### src/rtl/lfsr_pkg.sv
// lfsr_pkg: shared FSM encoding and LFSR mode constants for the LFSR generator
package lfsr_pkg;
   typedef enum logic [1:0] {IDLE, RUN, DONE} fsm_e;
   localparam bit FIBONACCI = 1'b0;
   localparam bit GALOIS = 1'b1;
endpackage

### src/rtl/lfsr_gen_if.sv
// lfsr_gen_if: control, seed-load and status signals of the LFSR generator
interface lfsr_gen_if #(
   parameter int WIDTH = 8,
   parameter int CNT_W = 16
);
   logic en;
   logic load_valid;
   logic [WIDTH-1:0] load_seed;
   logic load_ready;
   logic run_start;
   logic [CNT_W-1:0] run_count;
   logic run_busy;
   logic run_done;
   logic [WIDTH-1:0] state_q;
   logic bit_out;
   logic lockup;
   modport master (
      output en, load_valid, load_seed, run_start, run_count,
      input load_ready, run_busy, run_done, state_q, bit_out, lockup
   );
   modport slave (
      input en, load_valid, load_seed, run_start, run_count,
      output load_ready, run_busy, run_done, state_q, bit_out, lockup
   );
endinterface

### src/rtl/lfsr_step.sv
// lfsr_step: one combinational Fibonacci or Galois LFSR step
module lfsr_step import lfsr_pkg::*; #(
   parameter int WIDTH = 8,
   parameter logic [WIDTH-1:0] TAPS = 8'hB8,
   parameter bit GALOIS = FIBONACCI
) (
   input logic [WIDTH-1:0] cur,
   output logic [WIDTH-1:0] nxt
);
   assign nxt = GALOIS ? ({cur[WIDTH-2:0], 1'b0} ^ ({WIDTH{cur[WIDTH-1]}} & TAPS))
                       : {cur[WIDTH-2:0], ^(cur & TAPS)};
endmodule

### src/rtl/lfsr_gen.sv
// lfsr_gen: multi-step LFSR with seed load, free-run/counted bursts and zero-lockup recovery
module lfsr_gen import lfsr_pkg::*; #(
   parameter int WIDTH = 8,
   parameter logic [WIDTH-1:0] TAPS = 8'hB8,
   parameter logic [WIDTH-1:0] SEED = 8'h01,
   parameter bit GALOIS = FIBONACCI,
   parameter int STEPS_PER_CYCLE = 1,
   parameter int CNT_W = 16
) (
   input logic clk,
   input logic rst,
   lfsr_gen_if.slave bus
);
   fsm_e fsm, fsm_nxt;
   logic [CNT_W-1:0] cnt, cnt_nxt;
   logic [WIDTH-1:0] state_nxt, stepped;
   logic adv, lock;
   for (genvar i = 0; i < STEPS_PER_CYCLE; i++) begin : g
      logic [WIDTH-1:0] cur, nxt;
      if (i == 0) begin : g_first
         assign cur = bus.state_q;
      end else begin : g_next
         assign cur = g[i-1].nxt;
      end
      lfsr_step #(.WIDTH(WIDTH), .TAPS(TAPS), .GALOIS(GALOIS)) u_step (.cur(cur), .nxt(nxt));
   end
   assign stepped = g[STEPS_PER_CYCLE-1].nxt;
   assign bus.bit_out = bus.state_q[WIDTH-1];
   // next FSM state, burst count and LFSR state; a zero state reloads SEED instead of stepping
   always_comb begin
      fsm_nxt = fsm;
      cnt_nxt = cnt;
      adv = 1'b0;
      state_nxt = bus.state_q;
      case (fsm)
         IDLE: begin
            if (bus.load_valid) state_nxt = (bus.load_seed == '0) ? SEED : bus.load_seed;
            else if (bus.run_start) begin
               fsm_nxt = (bus.run_count == '0) ? DONE : RUN;
               cnt_nxt = bus.run_count;
            end else adv = bus.en;
         end
         RUN: begin
            adv = 1'b1;
            cnt_nxt = cnt - CNT_W'(1);
            fsm_nxt = (cnt == CNT_W'(1)) ? DONE : RUN;
         end
         default: fsm_nxt = IDLE;
      endcase
      lock = adv && (bus.state_q == '0);
      if (adv) state_nxt = lock ? SEED : stepped;
   end
   // register state and all status outputs
   always_ff @(posedge clk) begin
      if (!rst) begin
         fsm <= IDLE;
         cnt <= '0;
         bus.state_q <= SEED;
         bus.lockup <= 1'b0;
         bus.load_ready <= 1'b1;
         bus.run_busy <= 1'b0;
         bus.run_done <= 1'b0;
      end else begin
         fsm <= fsm_nxt;
         cnt <= cnt_nxt;
         bus.state_q <= state_nxt;
         bus.lockup <= lock;
         bus.load_ready <= fsm_nxt == IDLE;
         bus.run_busy <= fsm_nxt == RUN;
         bus.run_done <= fsm_nxt == DONE;
      end
   end
endmodule
### src/flat_wrapper.sv
// flat-port wrapper written by rule: the top's interface ports become plain ports
module lfsr_gen_flat import lfsr_pkg::*;
#(
   parameter int WIDTH = 8,
   parameter logic [WIDTH-1:0] TAPS = 8'hB8,
   parameter logic [WIDTH-1:0] SEED = 8'h01,
   parameter bit GALOIS = FIBONACCI,
   parameter int STEPS_PER_CYCLE = 1,
   parameter int CNT_W = 16
)
  (clk, rst, bus_en, bus_load_valid, bus_load_seed, bus_run_start, bus_run_count, bus_load_ready, bus_run_busy, bus_run_done, bus_state_q, bus_bit_out, bus_lockup);
  lfsr_gen_if #(.WIDTH(WIDTH), .CNT_W(CNT_W)) bus_i ();
  input logic clk;
  input logic rst;
  input wire logic [$bits(bus_i.en)-1:0] bus_en;
  input wire logic [$bits(bus_i.load_valid)-1:0] bus_load_valid;
  input wire logic [$bits(bus_i.load_seed)-1:0] bus_load_seed;
  input wire logic [$bits(bus_i.run_start)-1:0] bus_run_start;
  input wire logic [$bits(bus_i.run_count)-1:0] bus_run_count;
  output wire logic [$bits(bus_i.load_ready)-1:0] bus_load_ready;
  output wire logic [$bits(bus_i.run_busy)-1:0] bus_run_busy;
  output wire logic [$bits(bus_i.run_done)-1:0] bus_run_done;
  output wire logic [$bits(bus_i.state_q)-1:0] bus_state_q;
  output wire logic [$bits(bus_i.bit_out)-1:0] bus_bit_out;
  output wire logic [$bits(bus_i.lockup)-1:0] bus_lockup;
  assign bus_i.en = bus_en;
  assign bus_i.load_valid = bus_load_valid;
  assign bus_i.load_seed = bus_load_seed;
  assign bus_i.run_start = bus_run_start;
  assign bus_i.run_count = bus_run_count;
  assign bus_load_ready = bus_i.load_ready;
  assign bus_run_busy = bus_i.run_busy;
  assign bus_run_done = bus_i.run_done;
  assign bus_state_q = bus_i.state_q;
  assign bus_bit_out = bus_i.bit_out;
  assign bus_lockup = bus_i.lockup;
  lfsr_gen #(.WIDTH(WIDTH), .TAPS(TAPS), .SEED(SEED), .GALOIS(GALOIS), .STEPS_PER_CYCLE(STEPS_PER_CYCLE), .CNT_W(CNT_W)) u_core (.clk(clk), .rst(rst), .bus(bus_i));
endmodule
### config.mk
export PLATFORM = sky130hd
export DESIGN_NAME = lfsr_gen_flat
export DESIGN_NICKNAME = d
export VERILOG_FILES = /design/src/rtl/lfsr_pkg.sv /design/src/rtl/lfsr_gen_if.sv /design/src/rtl/lfsr_step.sv /design/src/rtl/lfsr_gen.sv /design/src/flat_wrapper.sv
export SDC_FILE = /design/constraint.sdc
export NUM_CORES = 1
export LEC_CHECK = 0
export ABC_CLOCK_PERIOD_IN_PS = 2600
export CAP_MARGIN = 25
export CORE_MARGIN = 2
export CORE_UTILIZATION = 55
export DETAILED_ROUTE_END_ITERATION = 6
export DONT_BUFFER_PORTS = 1
export PLACE_DENSITY = 0.78
export SETUP_SLACK_MARGIN = 0.02
export SYNTH_ARGS = -nofsm -noshare
export SYNTH_HDL_FRONTEND = slang
export SYNTH_SLANG_ARGS = --single-unit
### constraint.sdc
create_clock -name clk -period 2.6 [get_ports clk]
set_clock_uncertainty 0.1 [all_clocks]
set_input_delay 0.39 -clock clk [delete_from_list [all_inputs] [get_ports clk]]
set_output_delay 0.39 -clock clk [all_outputs]
set_load 0.05 [all_outputs]
Yosys cells after proc, flatten, opt, wreduce, memory -nomap -nowiden

Index checks and enable logic that the tools add are counted.

Div/mod/pow operators: 0
Eq/ne operators: 6
Bitwise logic cells: 0
Shift operators: 0
Add/subtract/negate cells: 1
$lt $le $gt $ge: 0
Reductions and logical operators: 12
$mul: 0
Muxes and demuxes: 16

Operator list:

| kind                  | count |
|---|---|
| $mux 8                | 5 |
| $mux 16               | 2 |
| $pmux 16 s2           | 1 |
| $eq 16x1->1 const B   | 1 |
| $logic_not 16->1      | 1 |
| $logic_not 8->1       | 2 |
| $sub 16x1->16 const B | 1 |
| $mux 2                | 4 |
| $reduce_xor 8->1      | 1 |
| $reduce_bool 2->1     | 3 |
| $eq 2x1->1 const B    | 2 |
| $logic_not 2->1       | 2 |
| $ne 2x2->1 const B    | 2 |
| $pmux 2 s2            | 1 |
| $reduce_and 3->1      | 1 |
| $eq 2x2->1 const B    | 1 |
| $mux 1                | 2 |
| $pmux 1 s2            | 1 |
| $reduce_and 2->1      | 1 |
| $logic_and 1x1->1     | 1 |

Input bits: 29
Bits in registers: 30
Memory bits (writable): 0
Word-level logic and storage cells: 42
Output and inout bits: 13
ROM bits: 0
Memories: 0
Latch bits: 0

Logic depth before layout (Yosys ltp)

Gate-level depths: netlist (run 1).

Depth after elaboration: 6
Mapped depth: 7
Mapped depth without buffers: 6

Cells and area by module

A second synthesis (run 1) with hierarchy kept.

Cells, all modules: 203
Area total of the unflattened synthesis: 1727.9 um2

Modules (own cells, without submodules):

| module    | times used | area an instance (um2) | cells an instance | sequential area each (um2) |
|---|---|---|---|---|
| lfsr_gen  | 1          | 1649.1                 | 193               | 600.6 |
| lfsr_step | 1          | 78.8                   | 10                | 0.0 |

Worst setup path before layout (run 1)

Ideal clock, no wire load.

Path kind: flip-flop to flip-flop
From: register u_core.cnt[0]
To: register u_core.cnt[12]
Library setup time: 0.130 ns
Required time: 2.370 ns
Setup slack: 0.715 ns
Period minus slack after synthesis: 1.885 ns
Cell stages (with the launch flop): 7
Arrival time: 1.655 ns
Cells stage by stage: dfxtp_1 > inv_1 > ha_1 > or3b_2 > nor4b_1 > xnor2_1 > o22ai_1

Word-level cells in the longest chain between the ends: 2

Ends and longest elaborated chain:

| element                | RTL line       | RTL |
|---|---|---|
| start, declared        | lfsr_gen.sv:15 | `logic [CNT_W-1:0] cnt, cnt_nxt;` |
| start signal, assigned | lfsr_gen.sv:65 | `cnt <= cnt_nxt;` |
| $sub 16x1->16          | lfsr_gen.sv:45 | `cnt_nxt = cnt - CNT_W'(1);` |
| $pmux 16 s2            | lfsr_gen.sv:35 | `case (fsm)` |

No other way between the ends.
A chain may end at the register's enable or synchronous reset.

Worst setup path after layout (run 1)

Same ends and word-level chain as after synthesis.

==> impl_metrics.csv, run 1 <==
group,metric,value,unit
setup_path,arrival,2.17,ns
grt,grt_max_degree,20,
logic_synthesis,synth_xor_area_frac,0.0257,
finish,multiInputGateArea,1020,um2
logic_synthesis,synthTopCellsByArea,"dfxtp_1, o21ai_0, a31oi_1, nand2_1, a21oi_1",
clocking,ctsHoldBuffers,0,
logic_synthesis,synth_edf_count,0,
power_and_ir_drop,p_leak,0.638,nW
clocking,cts_tree,"yes",
timing,finalCriticalPeriod,2.05,ns
logic_synthesis,synth_compound_area_frac,0.260,
logic_synthesis,synth_most_common_cell,"dfxtp_1",
drt,wl,4.61,mm
timing,finalMaxSlewViolations,0,
timing,slew_headroom,0.366,
floorplanning,core_area,3000,um2
timing,hold_violations,0,
floorplanning,dieArea,3560,um2
logic_synthesis,synth.largest_area_cell,"dfxtp_1",
clocking,root_buffer,"clkbuf_4",
logic_synthesis,synth.top_cells.by_count,"dfxtp_1, nand2_1, o21ai_0",
timing,worst_pin_slew,0.943,ns
timing,max_freq,488,MHz
placement,port_buffers,0,
finish,drive_above_1_share,0.127,
grt,grt_pass1_wl,7.29,mm
floorplanning,ios,42,
logic_synthesis,synth_ff_type,"dfxtp_1",
logic_synthesis,yosysUniqueCellTypes,57,
grt,grt_overflow_total,0,
finish,n_antenna_cell,0,
floorplanning,die_w,59.7,um
clocking,cts_resized,0,
timing,rsz0062_at_grt,"no",
logic_synthesis,synth_nets,239,
placement,place_congestion,0.911,
power_and_ir_drop,powerDensity,651,nW/um2
drt,ant_nets,0,
placement,hpwl,3.37,mm
grt,antenna_found_initial,0,
hold_path,min_path_type,"in -> reg",
logic_synthesis,ys_seq_area_frac,0.352,
finish,area_growth,6.09,%
logic_synthesis,async_reset_ff_frac,0,
floorplanning,rows,20,
setup_path,cp-end-kind,"register",
timing,setup-violations-final,0,
drt,drc,0,
finish,regArea,601,um2
setup_path,required,2.72,ns
finish,nNetsFinal,244,
setup_path,path_class,"reg -> reg",
run_status,status,"finished, final reports clean",
logic_synthesis,yosys.area_share.simple,0.276,
timing,finalCritPeriodShare,0.788,
flow_run,drv_cap,0,
logic_synthesis,muxShareOfSynthArea,0.0132,
clocking,clockBufferDepth,2,
logic_synthesis,synth_top_family_by_area,"simple AND/OR/NAND/NOR gates",
logic_synthesis,netlist_instances,207,
drt,drtIter0Drc,106,
setup_path,cp_max_fo,7,
grt,grt_pass1_vias,1702,
floorplanning,die_h,59.7,um
timing,hold_ws,0.0377,ns
drt,wl_per_cell,18.8,um
clocking,clk_latency,0.34,ns
power_and_ir_drop,peakVddDrop,370,uV
logic_synthesis,yosys.area.top_type_share,0.352,
clocking,cts_inserted_buffers,5,
clocking,h-tree-depth,2,
finish,fillers,281,
logic_synthesis,syn_area,1710,um2
logic_synthesis,synthAdderAreaFrac,0.0220,
floorplanning,initial_core_util,0.568,
clocking,cts.sinks,30,
drt,vias,1712,
timing,final.setup.tns,0,ns
logic_synthesis,ys_ff_latch,30,
drt,first_pass_iters,4,
grt,grt_usage,0.271,
logic_synthesis,syn_area_per_cell,8.24,um2
drt,avgViaCountPerCell,6.99,
clocking,cts_setup_buffers,0,
clocking,cts.clk_slew.worst_paths,0.10,ns
logic_synthesis,ys_warn_count,0,
setup_path,startpoint_type,"register",
-- registers in the layout, summed over array words and instances, names as in the netlist --
name	flops
u_core.bus.load_ready	1
u_core.bus.lockup	1
u_core.bus.run_busy	1
u_core.bus.run_done	1
u_core.bus.state_q	8
u_core.cnt	16
u_core.fsm	2
-- cell families after synthesis --
family / after synthesis
AOI/OAI and AO/OA: 67
xor gates and xnor gates: 5
adders and majority gates: 3
buffers and inverters: 20
DFF: 30
muxes: 2
and+or+nand+nor: 80
-- per-layer routing --
metal / vias to the layer above / track usage / routed length [um]
li1: 794 / - / -
met3: 18 / 0.0844 / 433
met4: 0 / 0.146 / 142
met5: - / 0 / 0
met2: 88 / 0.461 / 2290
met1: 812 / 0.298 / 1750
-- power by group --
part	switching [mW]	internal (mW)
sequential	0.0834	0.500
combinational	0.191	0.137
clock	0.165	0.102
-- critical path, stage by stage, from the launching register on --
cell	delay [ns]
dfxtp_1	0.36
inv_1	0.11
ha_1	0.28
or3b_2	0.50
nor4b_1	0.33
xnor2_1	0.16
o22ai_1	0.09
-- through the flow --
stage / cell area, um2 / util / total power [mW] / worst slack [ns] / std cells
3_5_place_dp: 1760 / 0.588 / 0.915 / 0.573 / 238
5_1_grt: 1810 / 0.603 / 1.24 / 0.456 / 245
4_1_cts: 1810 / 0.603 / 1.17 / 0.559 / 245
2_1_floorplan: 1710 / - / 0.834 / 0.715 / 207
3_3_place_gp: 1760 / 0.588 / 0.900 / 0.614 / 238
6_report: 1810 / 0.603 / 1.18 / 0.551 / 245
-- worst paths after layout --
path	start	end	depth (start not counted)	slack (ns)
min reg2reg	u_core.cnt[15]$_SDFFE_PN0P_	u_core.cnt[15]$_SDFFE_PN0P_	2	0.46
max	u_core.cnt[0]$_SDFFE_PN0P_	u_core.cnt[12]$_SDFFE_PN0P_	6	0.55
min	rst	u_core.bus.state_q[0]$_SDFFE_PN1P_	1	0.04
max reg2reg	u_core.cnt[0]$_SDFFE_PN0P_	u_core.cnt[12]$_SDFFE_PN0P_	6	0.55
-- area by class of cell --
type                    count  share of cell area
multi-input cells         157               0.562
clock buffers               7              0.0249
repair buffers             10              0.0415
flip-flops and latches     30               0.332
well taps                  33              0.0228
inverters                   8              0.0166
-- cells in the final DEF (no fill, tap or decap), drive strengths merged, types with 3 or more instances in the layout --
master and instances:
nand2 18, a21oi 13, a31oi 11, or3 3
nand2b 3, buf 10, dfxtp 30, nor2 12
xnor2 3, or4b 3, ha 3, o31ai 3
nor4 9, nor3 7, nand3 7, or4 3
clkbuf 7, o21ai 14, a22oi 4, inv 8
No activity file was read; power rests on OpenSTA's default activity.
==> inputs of run 2 (changes only) <==
- ABC_CLOCK_PERIOD_IN_PS: 2600 -> 2100
- clock period: 2.6 -> 2.1 ns (I/O delays scaled with it)
==> run 2 against run 1 <==
Effect of this change: utilization up 3.9 points; global-route usage rose by 1.6 points; die area unchanged; register-to-register slack got worse by 0.40 ns; sequential power grew 17%.
==> impl_metrics.csv, run 2 (synthesized netlist as in run 1, its figures left out) <==
group,metric,value,unit
setup_path,cp_cell_sequence,"inv_1 > ha_1 > or3b_2 > nor4b_2 > xnor2_1 > o22ai_1",
finish,fillers,275,
power_and_ir_drop,p_leak,0.708,nW
finish,final_common_cell,"dfxtp_1",
setup_path,slowest_delay,0.49,ns
finish,regMostFlops,"u_core.cnt",
setup_path,path_delay_family,"simple AND/OR/NAND/NOR gates",
clocking,cts_tree,"yes",
flow_run,drv_cap,0,
finish,reg_top3,"u_core.cnt (16), u_core.bus.state_q (8), u_core.fsm (2)",
grt,antenna_found_initial,0,
grt,grt_overflow_total,0,
floorplanning,rows,20,
power_and_ir_drop,p_sw,551,uW
setup_path,crit_path_top_delay_cell,"or3b_2",
placement,port_buffers,0,
placement,hpwl,3.38,mm
clocking,root_buffer,"clkbuf_4",
clocking,cts.clk_slew.worst_paths,0.10,ns
clocking,clk_latency,0.33,ns
clocking,cts.sinks,30,
power_and_ir_drop,powerDensity,795,nW/um2
power_and_ir_drop,clock_power_share,0.239,
grt,grt_pass1_vias,1692,
grt,grt_usage,0.286,
finish,nNetsFinal,256,
finish,regArea,601,um2
grt,grt_max_degree,19,
finish,largest_register_ffs,16,
timing,hold_violations,0,
drt,avgViaCountPerCell,6.66,
setup_path,cp_max_fo,4,
drt,wl_per_cell,18.5,um
finish,final_cell_mix,"dfxtp_1, buf_4, nand2_1, o21ai_0, a21oi_1",
drt,first_pass_iters,4,
power_and_ir_drop,p_sw_frac,0.360,
power_and_ir_drop,p_seq_frac,0.446,
finish,n_antenna_cell,0,
timing,rsz0062_at_grt,"no",
timing,max_freq,513,MHz
timing,finalCriticalPeriod,1.95,ns
floorplanning,die_h,59.7,um
finish,area_growth,12.9,%
placement,place_congestion,0.851,
floorplanning,core_area,3000,um2
power_and_ir_drop,internal_power,980,uW
floorplanning,ios,42,
floorplanning,die_w,59.7,um
timing,worst_pin_slew,0.905,ns
timing,setup-violations-final,0,
hold_path,min_path_type,"in -> reg",
finish,drive_above_1_share,0.178,
clocking,h-tree-depth,2,
run_status,status,"finished, final reports clean",
clocking,clockBufferDepth,2,
finish,utilization,0.641,
setup_path,startpoint_type,"register",
drt,wl,4.77,mm
setup_path,cp-end-kind,"register",
finish,design_area,1930,um2
setup_path,path_buf_inv,1,
power_and_ir_drop,power_frac_comb,0.315,
floorplanning,initial_core_util,0.568,
floorplanning,dieArea,3560,um2
drt,drtIter0Drc,155,
power_and_ir_drop,finalPower,1.53,mW
drt,ant_nets,0,
timing,slew_headroom,0.391,
timing,finalMaxSlewViolations,0,
setup_path,required,2.21,ns
drt,drc,0,
placement,postPlaceCellArea,1840,um2
timing,finalCritPeriodShare,0.928,
setup_path,arrival,2.06,ns
grt,grt_pass1_wl,7.53,mm
timing,final.setup.tns,0,ns
finish,multiInputGateArea,1020,um2
drt,vias,1717,
setup_path,path_class,"reg -> reg",
clocking,cts_inserted_buffers,5,
power_and_ir_drop,peakVddDrop,430,uV
run 2: routing by layer:
metal | share of wire | vias up | GRT usage | wire (um)
met3 | 0.089 | 15 | 0.0779 | 422
met2 | 0.51 | 74 | 0.502 | 2420
met1 | 0.38 | 808 | 0.320 | 1800
li1 | - | 820 | - | -
met4 | 0.025 | 0 | 0.130 | 117
met5 | 0 | - | 0 | 0
run 2: per-stage QoR:
step | worst slack (ns) | hold slack, ns | instances
final | 0.151 | 0.0137 | 258
after global routing | 0.0777 | 0.00660 | 258
after CTS | 0.0926 | 0.00202 | 257
after detailed placement | 0.165 | 0.300 | 248
after global placement | 0.229 | 0.298 | 248
after floorplan | 0.215 | 0.370 | 207
run 2: power groups by stage:
stage	logic [mW]	clock network [mW]	registers, mW
floorplan	0.285	0	0.747
global placement	0.453	0	0.691
detailed placement	0.465	0	0.693
CTS	0.471	0.373	0.681
global route	0.528	0.390	0.689
finish	0.482	0.365	0.683
run 2: area by class of cell:
type,instances,share of cell area
inverters,8,0.0156
repair buffers,22,0.0884
multi-input cells,157,0.532
flip-flops and latches,30,0.312
well taps,33,0.0214
clock buffers,7,0.0286
clock inverters,1,0.00260
run 2: worst paths after layout:
check / start / end / slack [ns] / depth (start not counted)
max: u_core.cnt[0]$_SDFFE_PN0P_ / u_core.cnt[12]$_SDFFE_PN0P_ / 0.15 / 6
min: rst / u_core.cnt[13]$_SDFFE_PN0P_ / 0.01 / 2
max reg2reg: u_core.cnt[0]$_SDFFE_PN0P_ / u_core.cnt[12]$_SDFFE_PN0P_ / 0.15 / 6
min reg2reg: u_core.cnt[15]$_SDFFE_PN0P_ / u_core.cnt[15]$_SDFFE_PN0P_ / 0.44 / 2
run 2: repair_timing:
action / 4_1_cts / 5_1_grt
hold buffers: 1 / 1
buffers inserted: 0 / 0
resized for setup: 0 / 1
endpoints found under the setup margin: 0 / 1
hold endpoints to repair: 2 / 3
